<file path="config.mk">
export PLATFORM = sky130hd
export DESIGN_NAME = pc_fetch_unit
export DESIGN_NICKNAME = d
export VERILOG_FILES = /design/src/rtl/cpu_pkg.sv /design/src/rtl/inst_fifo.sv /design/src/rtl/pc_fetch_unit.sv
export SDC_FILE = /design/constraint.sdc
export NUM_CORES = 1
export LEC_CHECK = 0
export BUFFER_PORTS_ARGS = -buffer_cell sky130_fd_sc_hd__buf_2
export CORE_ASPECT_RATIO = 1.25
export CORE_MARGIN = 2
export CORE_UTILIZATION = 56
export DETAILED_ROUTE_END_ITERATION = 10
export GPL_ROUTABILITY_DRIVEN = 0
export PLACE_DENSITY = 0.82
export SLEW_MARGIN = 10
export SYNTH_ARGS = -nofsm -noshare
export SYNTH_HDL_FRONTEND = slang
export SYNTH_HIERARCHICAL = 1
export SYNTH_SLANG_ARGS = --single-unit
export TNS_END_PERCENT = 50
</file>
<file path="constraint.sdc">
create_clock -name CLK -period 3.9 [get_ports CLK]
set_input_delay 0.78 -clock CLK [delete_from_list [all_inputs] [get_ports CLK]]
set_output_delay 0.78 -clock CLK [all_outputs]
set_load 0.02 [all_outputs]
</file>
<file path="src/rtl/cpu_pkg.sv">
// Shared fetch-side constants and types.
package cpu_pkg;
    localparam int ADDR_W  = 64;
    localparam int INST_W  = 32;
    localparam int PC_INCR = 4;

    typedef enum logic {
        BOOT = 1'b0,
        RUN  = 1'b1
    } fetch_state_t;
endpackage

</file>
<file path="src/rtl/inst_fifo.sv">
// Small synchronous FIFO holding fetched {instruction, pc} pairs.
// Flush wins over push/pop; the head entry is read combinationally.
module inst_fifo #(
    parameter int DEPTH = 2,
    parameter int WIDTH = 96,
    parameter int CNT_W = $clog2(DEPTH + 1)
) (
    input  logic             clk,
    input  logic             rst_n,
    input  logic             flush,
    input  logic             push,
    input  logic [WIDTH-1:0] push_data,
    input  logic             pop,
    output logic [WIDTH-1:0] head_data,
    output logic             full,
    output logic             empty,
    output logic [CNT_W-1:0] count
);
    localparam int PTR_W = (DEPTH > 1) ? $clog2(DEPTH) : 1;

    logic [WIDTH-1:0] mem [DEPTH];
    logic [PTR_W-1:0] rd_ptr, wr_ptr;
    logic             do_push, do_pop;

    function automatic logic [PTR_W-1:0] ptr_inc(input logic [PTR_W-1:0] p);
        return (p == PTR_W'(DEPTH - 1)) ? '0 : p + 1'b1;
    endfunction

    assign empty     = (count == '0);
    assign full      = (count == CNT_W'(DEPTH));
    assign do_pop    = pop && !empty;
    assign do_push   = push && (!full || do_pop);
    assign head_data = mem[rd_ptr];

    // Storage, pointers and occupancy; storage is cleared so outputs read 0 out of reset.
    always_ff @(posedge clk or negedge rst_n) begin
        if (!rst_n) begin
            for (int i = 0; i < DEPTH; i++) mem[i] <= '0;
            rd_ptr <= '0;
            wr_ptr <= '0;
            count  <= '0;
        end else if (flush) begin
            rd_ptr <= '0;
            wr_ptr <= '0;
            count  <= '0;
        end else begin
            if (do_push) begin
                mem[wr_ptr] <= push_data;
                wr_ptr      <= ptr_inc(wr_ptr);
            end
            if (do_pop) rd_ptr <= ptr_inc(rd_ptr);
            case ({do_push, do_pop})
                2'b10:   count <= count + 1'b1;
                2'b01:   count <= count - 1'b1;
                default: count <= count;
            endcase
        end
    end
endmodule

</file>
<file path="src/rtl/pc_fetch_unit.sv">
// Owns the architectural PC, issues in-order fetches under a credit limit,
// tags returned instructions with their PC and hands them to decode.
// A redirect reloads the PC, flushes the buffer and drops in-flight responses.
module pc_fetch_unit #(
    parameter int ADDR_W    = cpu_pkg::ADDR_W,
    parameter int INST_W    = cpu_pkg::INST_W,
    parameter int BUF_DEPTH = 2
) (
    input  logic              CLK,
    input  logic              Reset_L,
    input  logic [ADDR_W-1:0] startPC,
    input  logic              redirect,
    input  logic [ADDR_W-1:0] redirect_pc,
    output logic              imem_req_valid,
    output logic [ADDR_W-1:0] imem_req_addr,
    input  logic              imem_req_ready,
    input  logic              imem_rsp_valid,
    input  logic [INST_W-1:0] imem_rsp_data,
    output logic              inst_valid,
    output logic [INST_W-1:0] inst_data,
    output logic [ADDR_W-1:0] inst_pc,
    input  logic              inst_ready,
    output logic              misalign
);
    import cpu_pkg::*;

    localparam int CNT_W = $clog2(BUF_DEPTH + 1);
    localparam logic [ADDR_W-1:0] INCR = ADDR_W'(PC_INCR);

    fetch_state_t       state, state_nxt;
    logic [ADDR_W-1:0]  pc, rsp_pc, tgt_pc;
    logic [CNT_W-1:0]   outstanding, drop_cnt, occ;
    logic               run_redirect, credit_ok;
    logic               req_fire, rsp_fire, rsp_keep;
    logic               fifo_full, fifo_empty;
    logic [INST_W+ADDR_W-1:0] head;

    // In-flight plus buffered entries may never exceed the buffer size.
    assign credit_ok = ({1'b0, outstanding} + {1'b0, occ}) < (CNT_W + 1)'(BUF_DEPTH);
    assign tgt_pc    = {redirect_pc[ADDR_W-1:2], 2'b00};

    // Next state and request/redirect qualification; BOOT ignores redirect.
    always_comb begin
        state_nxt      = state;
        imem_req_valid = 1'b0;
        run_redirect   = 1'b0;
        case (state)
            BOOT: state_nxt = RUN;
            RUN: begin
                run_redirect   = redirect;
                imem_req_valid = !redirect && credit_ok && !fifo_full;
            end
            default: state_nxt = BOOT;
        endcase
    end

    assign imem_req_addr = pc;
    assign req_fire      = imem_req_valid && imem_req_ready;
    // A response with nothing outstanding is a protocol error and is ignored.
    assign rsp_fire      = imem_rsp_valid && (outstanding != '0);
    assign rsp_keep      = rsp_fire && (drop_cnt == '0) && !run_redirect;

    // State register.
    always_ff @(posedge CLK or negedge Reset_L) begin
        if (!Reset_L) state <= BOOT;
        else          state <= state_nxt;
    end

    // PC, response tag, credit and drop bookkeeping.
    always_ff @(posedge CLK or negedge Reset_L) begin
        if (!Reset_L) begin
            pc          <= '0;
            rsp_pc      <= '0;
            outstanding <= '0;
            drop_cnt    <= '0;
            misalign    <= 1'b0;
        end else begin
            misalign <= run_redirect && (redirect_pc[1:0] != 2'b00);
            case ({req_fire, rsp_fire})
                2'b10:   outstanding <= outstanding + 1'b1;
                2'b01:   outstanding <= outstanding - 1'b1;
                default: outstanding <= outstanding;
            endcase
            if (state == BOOT) begin
                pc     <= startPC;
                rsp_pc <= startPC;
            end else if (run_redirect) begin
                // This cycle's response is counted out here, so it is dropped too.
                pc       <= tgt_pc;
                rsp_pc   <= tgt_pc;
                drop_cnt <= outstanding - CNT_W'(rsp_fire);
            end else begin
                if (req_fire) pc <= pc + INCR;
                if (rsp_fire) begin
                    if (drop_cnt != '0) drop_cnt <= drop_cnt - 1'b1;
                    else                rsp_pc   <= rsp_pc + INCR;
                end
            end
        end
    end

    inst_fifo #(
        .DEPTH (BUF_DEPTH),
        .WIDTH (INST_W + ADDR_W),
        .CNT_W (CNT_W)
    ) u_buf (
        .clk       (CLK),
        .rst_n     (Reset_L),
        .flush     (run_redirect),
        .push      (rsp_keep),
        .push_data ({imem_rsp_data, rsp_pc}),
        .pop       (inst_ready),
        .head_data (head),
        .full      (fifo_full),
        .empty     (fifo_empty),
        .count     (occ)
    );

    assign inst_valid = !fifo_empty;
    assign inst_data  = head[INST_W+ADDR_W-1:ADDR_W];
    assign inst_pc    = head[ADDR_W-1:0];
endmodule

</file>
Word-level counts from Yosys, hierarchy flattened
Cells that the tools add are included.

word-level totals
  bits in registers = 330
  input bits = 166
  output and inout port bits = 163
  logic and storage cells = 93

cells by class
  add/sub/neg operators = 11
  $lt $le $gt $ge = 4
  equality and inequality tests = 8
  muxes and demuxes = 27
  bitwise logic cells = 3
  reductions and logical operators = 29

operators by type and width
  cell                     count
  $mux W64                 7
  $mux W96                 4
  $bwmux W192              1
  $add A64 B3 Y64 const B  2
  $demux W96 S1            1
  $reduce_bool A2 Y1       8
  $logic_and A1 B1 Y1      10
  $mux W1                  8
  $mux W2                  4
  $pmux W2 S2              2
  $eq A2 B2 Y1 const B     3
  $ne A3 B1 Y1 const B     2
  $sub A2 B1 Y2 const B    3
  $add A2 B1 Y2 const B    2
  $eq A2 B1 Y1 const B     2
  $ge A2 B2 Y1 const B     2
  $logic_not A1 Y1         4
  $logic_not A2 Y1         2
  $not A1 Y2               2
  $reduce_and A2 Y1        2
  $add A2 B2 Y3            1
  $lt A3 B2 Y1 const B     1
  $ne A3 B3 Y1 const B     1
  $reduce_and A3 Y1        1
  other kinds (6)          7

Longest topological paths before layout
Gate-level depths: netlist (run 1).

  word-level depth = 9
  depth in mapped cells = 10
  mapped depth without buffers = 10

Cells and area by module
Netlist (run 1), hierarchy kept.

by module, submodules not included
  module         times used  cells an instance  area an instance (µm²)
  pc_fetch_unit  1           1131               8759.7
  inst_fifo      1           537                8554.5

Worst setup path before layout (run 1)
OpenSTA, ideal clock, no wires.

  path kind = input-to-reg
  start = in redirect
  end = reg u_buf/mem[118] in the netlist's numbering
  data arrival time = 2.925 ns
  data required time = 3.775 ns
  slack = 0.850 ns
  cell stages on the path = 10
  path buffers = 5
  path through = nand2_1 inv_2 clkbuf_1 buf_1 nor2_1 or4b_1 buf_2 buf_6 buf_6 mux2_4

on the way
  longest elaborated chain between the ends = 5

RTL lines
  element                          line                 text
  from (decl)                      pc_fetch_unit.sv:12  input logic redirect,
  $mux W1                          pc_fetch_unit.sv:47  case (state)
  net run_redirect                 pc_fetch_unit.sv:33  logic run_redirect, credit_ok;
  $logic_not A1 Y1                 pc_fetch_unit.sv:61  assign rsp_keep = rsp_fire && (drop_cnt == '0) && !run_redirect;
  $logic_and A1 B1 Y1              pc_fetch_unit.sv:61
  net rsp_keep                     pc_fetch_unit.sv:34  logic req_fire, rsp_fire, rsp_keep;
  $logic_and A1 B1 Y1              inst_fifo.sv:32      assign do_push = push && (!full || do_pop);
  $reduce_and A2 Y1 (no line)      n/a
  to (signal, indexed assignment)  inst_fifo.sv:48      mem[wr_ptr] <= push_data;
  to (decl)                        inst_fifo.sv:21      logic [WIDTH-1:0] mem [DEPTH];

The timed path passes the listed nets, and every way through them passes these cells.
A chain may end at the register's enable or synchronous reset.

Worst setup path after layout (run 1)
  start = reg u_buf.rd_ptr
  end = out inst_data[21]

on the way
  longest elaborated chain between the ends = 4

RTL lines
  element                                       line                 text
  from (decl)                                   inst_fifo.sv:22      logic [PTR_W-1:0] rd_ptr, wr_ptr;
  from (signal assigned)                        inst_fifo.sv:51      if (do_pop) rd_ptr <= ptr_inc(rd_ptr);
  $not A1 Y2 (not written as such)              inst_fifo.sv:33      assign head_data = mem[rd_ptr];
  $mux W96 (not written as such) (3 in series)  inst_fifo.sv:33
  to (decl)                                     pc_fetch_unit.sv:20  output logic [INST_W-1:0] inst_data,

No other way between the ends. The select of a mux whose other input is x is not followed.

==> results of run 1 <==
==> cell usage after synthesis (3+ instances only) <==
library cell and n:
o41ai_1 9, buf_2 13, or2_2 4, or4_1 4
nand2b_1 10, buf_1 6, xnor2_1 21, inv_1 28
o21ai_0 121, a31oi_1 6, o22a_1 4, buf_6 6
xor2_1 9, a2bb2oi_1 15, ha_1 5, a211oi_1 4
a21oi_1 210, nor2_1 55, nand4_1 49, mux2i_1 4
nand2_1 117, a41o_1 3, clkbuf_1 62, nor2b_1 64
dfrtp_1 328, o31ai_1 27, nor3_1 28, mux2_4 29
and4_1 10, and3_1 19, o21a_1 3, nor4_1 19
nand3_1 64, nor3b_1 3, and2_1 11, mux2_2 259
or3_1 11
==> worst max-delay path, stage by stage (launching register included) <==
cell and delay [ns]:
dfrtp_4 0.78, buf_12 0.37, mux2_2 0.40, buf_2 0.16
==> cell type report <==
type / count / area, um^2 / area share, %
clock inverter: 11 / 103 / 0.501
clock buffer: 48 / 973 / 4.76
multi-input combinational: 1222 / 8620 / 42.1
inverter: 29 / 109 / 0.532
timing repair buffer: 353 / 1940 / 9.48
sequential: 328 / 8210 / 40.1
tap: 407 / 509 / 2.49
==> kinds of logic (layout without fill, tap and decap cells) <==
kind of cell    after synthesis  in the layout  synth area share (%)
other cells                   1              1                0.0217
xor+xnor                     30             30                  1.52
buf+inv                     118            441                  2.96
compound gates              415            415                  13.5
mux                         292            292                  19.6
flops                       328            328                  47.4
simple gates                478            478                  14.6
fa+ha+maj                     6              6                 0.477
==> registers in the layout, indices dropped and copies added, names as in the netlist <==
name           cells
drop_cnt           2
imem_req_addr     64
u_buf/count        2
u_buf/mem        192
u_buf/wr_ptr       1
state              1
rsp_pc            62
outstanding        2
u_buf/rd_ptr       1
misalign           1
==> metrics by stage <==
stage / cell area [um^2] / setup WS (ns) / utilization [%] / hold slack [ns] / power (mW)
final: 20500 / 0.796 / 66.6 / 0.235 / 12.9
after global placement: 19400 / 0.887 / 63.1 / 0.482 / 9.48
after global routing: 20500 / 0.653 / 66.6 / 0.314 / 13.4
after detailed placement: 19400 / 0.764 / 63.1 / 0.489 / 9.69
after floorplan: 17300 / 0.850 / - / 0.475 / 8.13
after CTS: 20500 / 0.799 / 66.6 / 0.298 / 12.9
==> per-layer routing <==
metal	routed length [um]	vias to the layer above	global-route usage, %
li1	-	6719	-
met4	2180	0	12.3
met3	4560	183	5.06
met1	20300	7326	41.5
met2	24300	991	51.0
met5	0	-	0
==> worst min-delay path by stage <==
stage                                    start                       endpoint  slack [ns]  cells past startpoint
detailed placement  u_buf/mem[158]$_DFFE_PN0P_     u_buf/mem[158]$_DFFE_PN0P_        0.49                      1
global route                           Reset_L  imem_req_addr[49]$_DFFE_PN0P_        0.31                      1
CTS                                    Reset_L  imem_req_addr[49]$_DFFE_PN0P_        0.30                      1
floorplan             u_buf/mem[0]$_DFFE_PN0P_       u_buf/mem[0]$_DFFE_PN0P_        0.47                      1
finish                                 Reset_L  imem_req_addr[58]$_DFFE_PN0P_        0.24                      1
global placement    u_buf/mem[177]$_DFFE_PN0P_     u_buf/mem[177]$_DFFE_PN0P_        0.48                      1
==> power by group <==
group,switching (mW),total (mW),internal [mW],leakage [nW]
combinational,2.39,4.50,2.11,4.51
clock,1.36,3.18,1.82,0.535
sequential,0.795,5.19,4.40,4.22
==> reports/qor.txt, run 1 <==
Async SR Flop Fraction: 100%
final cell count without fillers: 2,398
crit path capture: inst_data[21]
top cell type's share of synthesized area: 47.4%
layout cells sized above 1: 35.8%
CP Data Required Time: 3.12 ns
Hold Path Class: in2async
Area Growth Syn to Fin: 18.2%
synth top area cells: dfrtp_1 (47%), mux2_2 (17%), a21oi_1 (6.1%)
clk slew on worst S/H paths: 0.06 ns
All-Layer GR Usage: 31.1%
final setup vio count: 0
RSZ-0062 raised after global routing: false
via/cell ratio: 6.35
DR iter-0 viols: 1,562
vias in the first global route: 14,900
Slew Viols, Final: 0
placeable core area: 30,700 um^2
Setup Skew: 0.0189 ns
setup slack on the worst flop-to-flop path: 0.81 ns
grt ovf: 0
Syn. warnings: 6
CTS H-tree lvls: 2
Syn Nets: 1,840
critical path fanouts, max: 61
cell row count: 72
Synth Register Bits: 328
cells on worst reg2reg path: 9
total number of vias: 15,200
Yosys top cell by area: dfrtp_1
crit path from: u_buf/rd_ptr$_DFFE_PN0P_
Tcrit/Tclk final: 79.6%
Max Clk Rate: 322 MHz
Skew-Pair Late Insertion Delay: 0.53 ns
largest net degree at the start of global routing: 98
most frequent cells in the layout: buf_2 (327), dfrtp_1 (326), mux2_2 (259)
Die Ht: 201 um
CTS buffer count: 34
dpl hpwl: 36,800 um
synthesized instance count: 1,668
Initial Util: 56.4%
Final Hold Vio Count: 0
maximum clock path buffer count: 3
dpl cells: 2,339
number of detailed-route iterations in the first pass: 6
setup TNS: 0 ns
Die ar.: 32,300 um^2
post-layout minimum cycle time: 3.10 ns
synthesized area: 17,300 um^2
port buffer count: 328
Synth cell types: 60
DRC Markers: 0
status: finished clean
Worst setup SP type: flip-flop
CP Class: reg2out
commonest non-fill, non-tap cell in the layout: buf_2
crit path DAT: 2.32 ns
post-cts hold buffer count: 0
pwr dens: 629 nW/um^2
top_reg_cell synth: dfrtp_1
IO Pins: 329
maximum capacitance violations: 0
Clock Sinks: 328
CP endpoint kind: output port
Slew @ Worst Pin: 1.02 ns
Worst R2R Start: u_buf/count[0]$_DFFE_PN0P_
Antenna Cells: 0
Seq/Total Area, Yosys: 47.4%
Fillers: 2,344
CTS tree: built
chip width: 161 um
leak pwr: 9.27 nW
nets: 2,140
RR Endpoint: imem_req_addr[33]$_DFFE_PN0P_
antenna violations before repair: 0
Post-DRT Antenna Nets: 0
Synth Area per Inst: 10.4 um^2
post-CTS setup-driven buffer insertion count: 0
DR WL/cell: 21.4 um
VDD IR max: 0.366 mV
post-cts sizing count: 0
Root Driver: clkbuf_16
first-pass GRT wire length: 80,600 um
DRT Wirelength: 51,400 um
Post-synth EDFFs: 0
Rel. slew slack: 31.4%
Power figures use the tool's default switching activity.
==> run 2, diff against run 1 <==
--- a/config.mk
+++ b/config.mk
@@ -8,10 +8,10 @@
 export BUFFER_PORTS_ARGS = -buffer_cell sky130_fd_sc_hd__buf_2
 export CORE_ASPECT_RATIO = 1.25
 export CORE_MARGIN = 2
-export CORE_UTILIZATION = 56
+export CORE_UTILIZATION = 51
 export DETAILED_ROUTE_END_ITERATION = 10
 export GPL_ROUTABILITY_DRIVEN = 0
-export PLACE_DENSITY = 0.82
+export PLACE_DENSITY = 0.78
 export SLEW_MARGIN = 10
 export SYNTH_ARGS = -nofsm -noshare
 export SYNTH_HDL_FRONTEND = slang
==> constraint.sdc (replaced) <==
create_clock -name CLK -period 2.7 [get_ports CLK]
set_input_delay 0.54 -clock CLK [delete_from_list [all_inputs] [get_ports CLK]]
set_output_delay 0.54 -clock CLK [all_outputs]
set_load 0.02 [all_outputs]
==> reports/qor.txt, run 2 (synthesized netlist as in run 1, its figures left out) <==
most frequent cells in the layout: dfrtp_1 (326), buf_2 (326), mux2_2 (259)
All-Layer GR Usage: 29.9%
CP Class: reg2out
grt ovf: 0
Worst setup SP type: flip-flop
Max Clk Rate: 373 MHz
Largest register FFs: 192
CTS buffer count: 35
final setup vio count: 0
DRC Markers: 0
maximum capacitance violations: 0
maximum clock path buffer count: 3
hold endpoint: misalign$_DFF_PN0_
status: finished clean
DRT Wirelength: 54,000 um
Clock Sinks: 328
VDD IR max: 0.463 mV
Worst R2R Start: imem_req_addr[11]$_DFFE_PN0P_
largest net degree at the start of global routing: 82
Rel. slew slack: 41.9%
Root Driver: clkbuf_16
Tcrit/Tclk final: 99.3%
cells on worst reg2reg path: 6
Hold Path Origin: redirect_pc[1]
CP endpoint kind: output port
Hold WS: 0.236 ns
dpl cells: 2,418
critical path fanouts, max: 2
RSZ-0062 raised after global routing: true
final cell count without fillers: 2,485
crit path DAT: 2.14 ns
Die ar.: 35,400 um^2
placeable core area: 33,500 um^2
antenna violations before repair: 0
Antenna Cells: 0
final core utilization: 63.3%
Skew-Pair Late Insertion Delay: 0.54 ns
Area Growth Syn to Fin: 22.5%
Final Hold Vio Count: 0
number of detailed-route iterations in the first pass: 7
Slew @ Worst Pin: 0.863 ns
layout cells sized above 1: 38.2%
Setup Skew: 0.0264 ns
leak pwr: 9.68 nW
Initial Util: 51.7%
first-pass GRT wire length: 84,000 um
pwr dens: 908 nW/um^2
Biggest register: u_buf/mem
crit path from: u_buf/count[0]$_DFFE_PN0P_
RR Endpoint: imem_req_addr[51]$_DFFE_PN0P_
CTS H-tree lvls: 2
Die Ht: 210 um
DR WL/cell: 21.7 um
CTS tree: built
total chip power: 19.2 mW
port buffer count: 328
chip width: 169 um
vias in the first global route: 15,300
post-layout minimum cycle time: 2.68 ns
clk slew on worst S/H paths: 0.06 ns
Slew Viols, Final: 0
DR iter-0 viols: 1,405
dpl hpwl: 39,400 um
Hold Path Class: in2reg
worst hold path depth: 3
cell row count: 75
via/cell ratio: 6.25
Post-DRT Antenna Nets: 0
total number of vias: 15,500
nets: 2,207
CP Data Required Time: 2.16 ns
IO Pins: 329
setup slack on the worst flop-to-flop path: 0.12 ns
run 2: layout make-up:
type	instances	area, um^2
fillers	2677	12300
clock buffers	46	967
well taps	423	529
multi-input cells	1222	8640
inverters	29	109
flip-flops and latches	328	8210
repair buffers	419	2530
clock inverters	18	209
run 2: per-stage QoR:
step | TNS (ns) | setup WS, ns | cell area [um^2]
floorplan | 0 | 0.0403 | 17300
global placement | 0 | 0.159 | 20000
detailed placement | 0 | 0.0713 | 20000
CTS | 0 | 0.0119 | 21200
global route | -0.0238 | -0.0238 | 21200
finish | 0 | 0.0199 | 21200
run 2: routing by layer:
metal	wire (um)	share of wire (%)	vias to the layer above	GRT usage (%)
met2	25700	48	991	49.1
met3	4850	9.0	183	5.41
met4	2410	4.5	0	12.8
li1	-	-	6836	-
met5	0	0	-	0
met1	21000	39	7509	39.0
run 2: timing repair:
item	in CTS	in global routing
cloned	0	0
gates resized for setup	3	3
hold buffers	1	0
setup buffers	1	1
endpoints found under the setup margin	1	11
pin swaps	1	1
hold endpoints to repair	56	0
run 2: worst max-delay path by stage:
stage | to | depth (start not counted)
floorplan | u_buf/mem[118]$_DFFE_PN0P_ | 10
global placement | imem_req_addr[51]$_DFFE_PN0P_ | 6
detailed placement | imem_req_addr[58]$_DFFE_PN0P_ | 9
CTS | inst_pc[21] | 3
global route | imem_req_valid | 6
finish | imem_req_valid | 6
run 2: where the power goes:
part / switching [mW] / internal, mW
combinational: 3.59 / 3.24
sequential: 1.09 / 6.35
clock: 2.05 / 2.93
total: 6.73 / 12.5
run 2: worst max-delay path, stage by stage (launching register included):
cell,delay [ns]
dfrtp_1,0.37
and2_1,0.17
fa_1,0.44
nor3_2,0.18
buf_4,0.15
and2_4,0.15
buf_4,0.14
==> run 3, diff against run 2 <==
--- a/config.mk
+++ b/config.mk
@@ -11,6 +11,7 @@
 export CORE_UTILIZATION = 51
 export DETAILED_ROUTE_END_ITERATION = 10
 export GPL_ROUTABILITY_DRIVEN = 0
+export GPL_TIMING_DRIVEN = 0
 export PLACE_DENSITY = 0.78
 export SLEW_MARGIN = 10
 export SYNTH_ARGS = -nofsm -noshare
==> reports/qor.txt, run 3 (synthesized netlist as in run 1, its figures left out) <==
critical path fanouts, max: 4
DRC Markers: 0
Largest register FFs: 192
Slew Viols, Final: 0
Skew-Pair Late Insertion Delay: 0.53 ns
commonest non-fill, non-tap cell in the layout: buf_2
Reg area: 8220 um^2
total number of vias: 16,000
Post-DRT Antenna Nets: 0
Initial Util: 51.7%
DR iter-0 viols: 1,594
nets: 2,224
port buffer count: 328
Internal: 13.0 mW
CP endpoint kind: output port
Max Clk Rate: 370 MHz
leak pwr: 9.72 nW
CP Class: reg2out
number of detailed-route iterations in the first pass: 8
Hold Path Class: in2reg
RSZ-0062 raised after global routing: true
Sequential Power Share: 37.4%
Slew @ Worst Pin: 0.916 ns
chip width: 169 um
multi-input logic area: 8820 um^2
CTS buffer count: 35
Antenna Cells: 0
Switching Power: 6.90 mW
post-layout minimum cycle time: 2.71 ns
vias in the first global route: 15,700
cell row count: 75
CP Data Required Time: 2.16 ns
maximum capacitance violations: 0
antenna violations before repair: 0
Die ar.: 35,400 um^2
setup slack on the worst flop-to-flop path: 0 ns
Tcrit/Tclk final: 100%
CTS tree: built
Sw Ratio: 34.7%
largest net degree at the start of global routing: 97
Root Driver: clkbuf_16
setup ws final: -0.00581 ns
Fillers: 2,619
most frequent cells in the layout: buf_2 (337), dfrtp_1 (320), mux2_2 (259)
violated checks: negative setup slack
Clock Sinks: 328
Comb power frac: 34.9%
DR WL/cell: 23.3 um
Setup Skew: 0.0205 ns
status: finished with violations
grt ovf: 0
DRT Wirelength: 58,300 um
pwr dens: 929 nW/um^2
IO Pins: 329
dpl hpwl: 42,900 um
worst slack at placement: -1.27 ns
Biggest register: u_buf/mem
crit path DAT: 2.17 ns
total chip power: 19.9 mW
Worst setup SP type: flip-flop
layout cells sized above 1: 38.6%
Clk network pwr share: 27.7%
VDD IR max: 0.494 mV
Rel. slew slack: 38.9%
Area Growth Syn to Fin: 23.5%
placeable core area: 33,500 um^2
maximum clock path buffer count: 3
via/cell ratio: 6.41
CTS H-tree lvls: 2
Final Hold Vio Count: 0
final setup vio count: 2
clk slew on worst S/H paths: 0.06 ns
first-pass GRT wire length: 87,900 um
All-Layer GR Usage: 31.9%
Die Ht: 210 um
## run 3: repair_timing
item,CTS,global route
endpoints found under the hold margin,15,0
buffers inserted,8,11
hold buffers,1,0
setup endpoints to repair,404,149
pin swaps,6,11
gates resized for setup,69,49
## run 3: through the flow
step	cells	hold slack (ns)	util, %	TNS [ns]	instance area [um^2]
final	2501	0.250	63.8	-0.00585	21400
after global routing	2501	0.248	63.8	-0.576	21400
after CTS	2492	0.229	63.2	-0.0194	21200
after detailed placement	2422	0.490	58.5	-251.07	19600
after global placement	2419	0.482	58.2	-1853.89	19500
after floorplan	1668	0.244	-	0	17300
## run 3: layer usage
| layer | share of wire, % | GRT usage, % | vias up |
|---|---|---|---|
| met3 | 9.5 | 6.18 | 297 |
| met5 | 0 | 0 | - |
| met2 | 47 | 52.6 | 1133 |
| li1 | - | - | 6873 |
| met1 | 37 | 39.3 | 7733 |
| met4 | 6.7 | 18.2 | 0 |
## run 3: final timing paths
check                                      startpoint  cells past startpoint                            end
setup / recovery           outstanding[0]$_DFFE_PN0P_                      5                 imem_req_valid
hold / removal                         redirect_pc[1]                      3             misalign$_DFF_PN0_
setup reg to reg              drop_cnt[0]$_DFFE_PN0P_                     10     u_buf/mem[135]$_DFFE_PN0P_
hold reg to reg            u_buf/mem[160]$_DFFE_PN0P_                      1     u_buf/mem[160]$_DFFE_PN0P_
max in group asynchronous                     Reset_L                      4     u_buf/mem[165]$_DFFE_PN0P_
min in group asynchronous                     Reset_L                      2  imem_req_addr[51]$_DFFE_PN0P_
## run 3: area by class of cell
type                            instances  area share, %
Inverter                               29          0.509
Timing Repair Buffer                  351           8.85
Clock inverter                         17           1.39
Sequential cell                       328           38.4
Multi-Input combinational cell       1222           41.2
Tap cell                              423           2.48
Clock buffer                           46           4.77
Buffer                                 85           2.33
## run 3: worst max-delay path, stage by stage, from the launching register on
cell and delay [ns]:
dfrtp_2 0.43, and2_4 0.15, fa_2 0.45, nor3_4 0.29, and2_4 0.21, buf_6 0.11
## run 3: power groups by stage
stage               sequential [mW]  clock, mW  combinational (mW)
detailed placement             7.45          0                6.67
global placement               7.32          0                6.50
finish                         7.42       5.50                6.94
CTS                            7.38       5.55                6.84
global route                   7.59       5.73                7.34
floorplan                      7.22          0                4.52
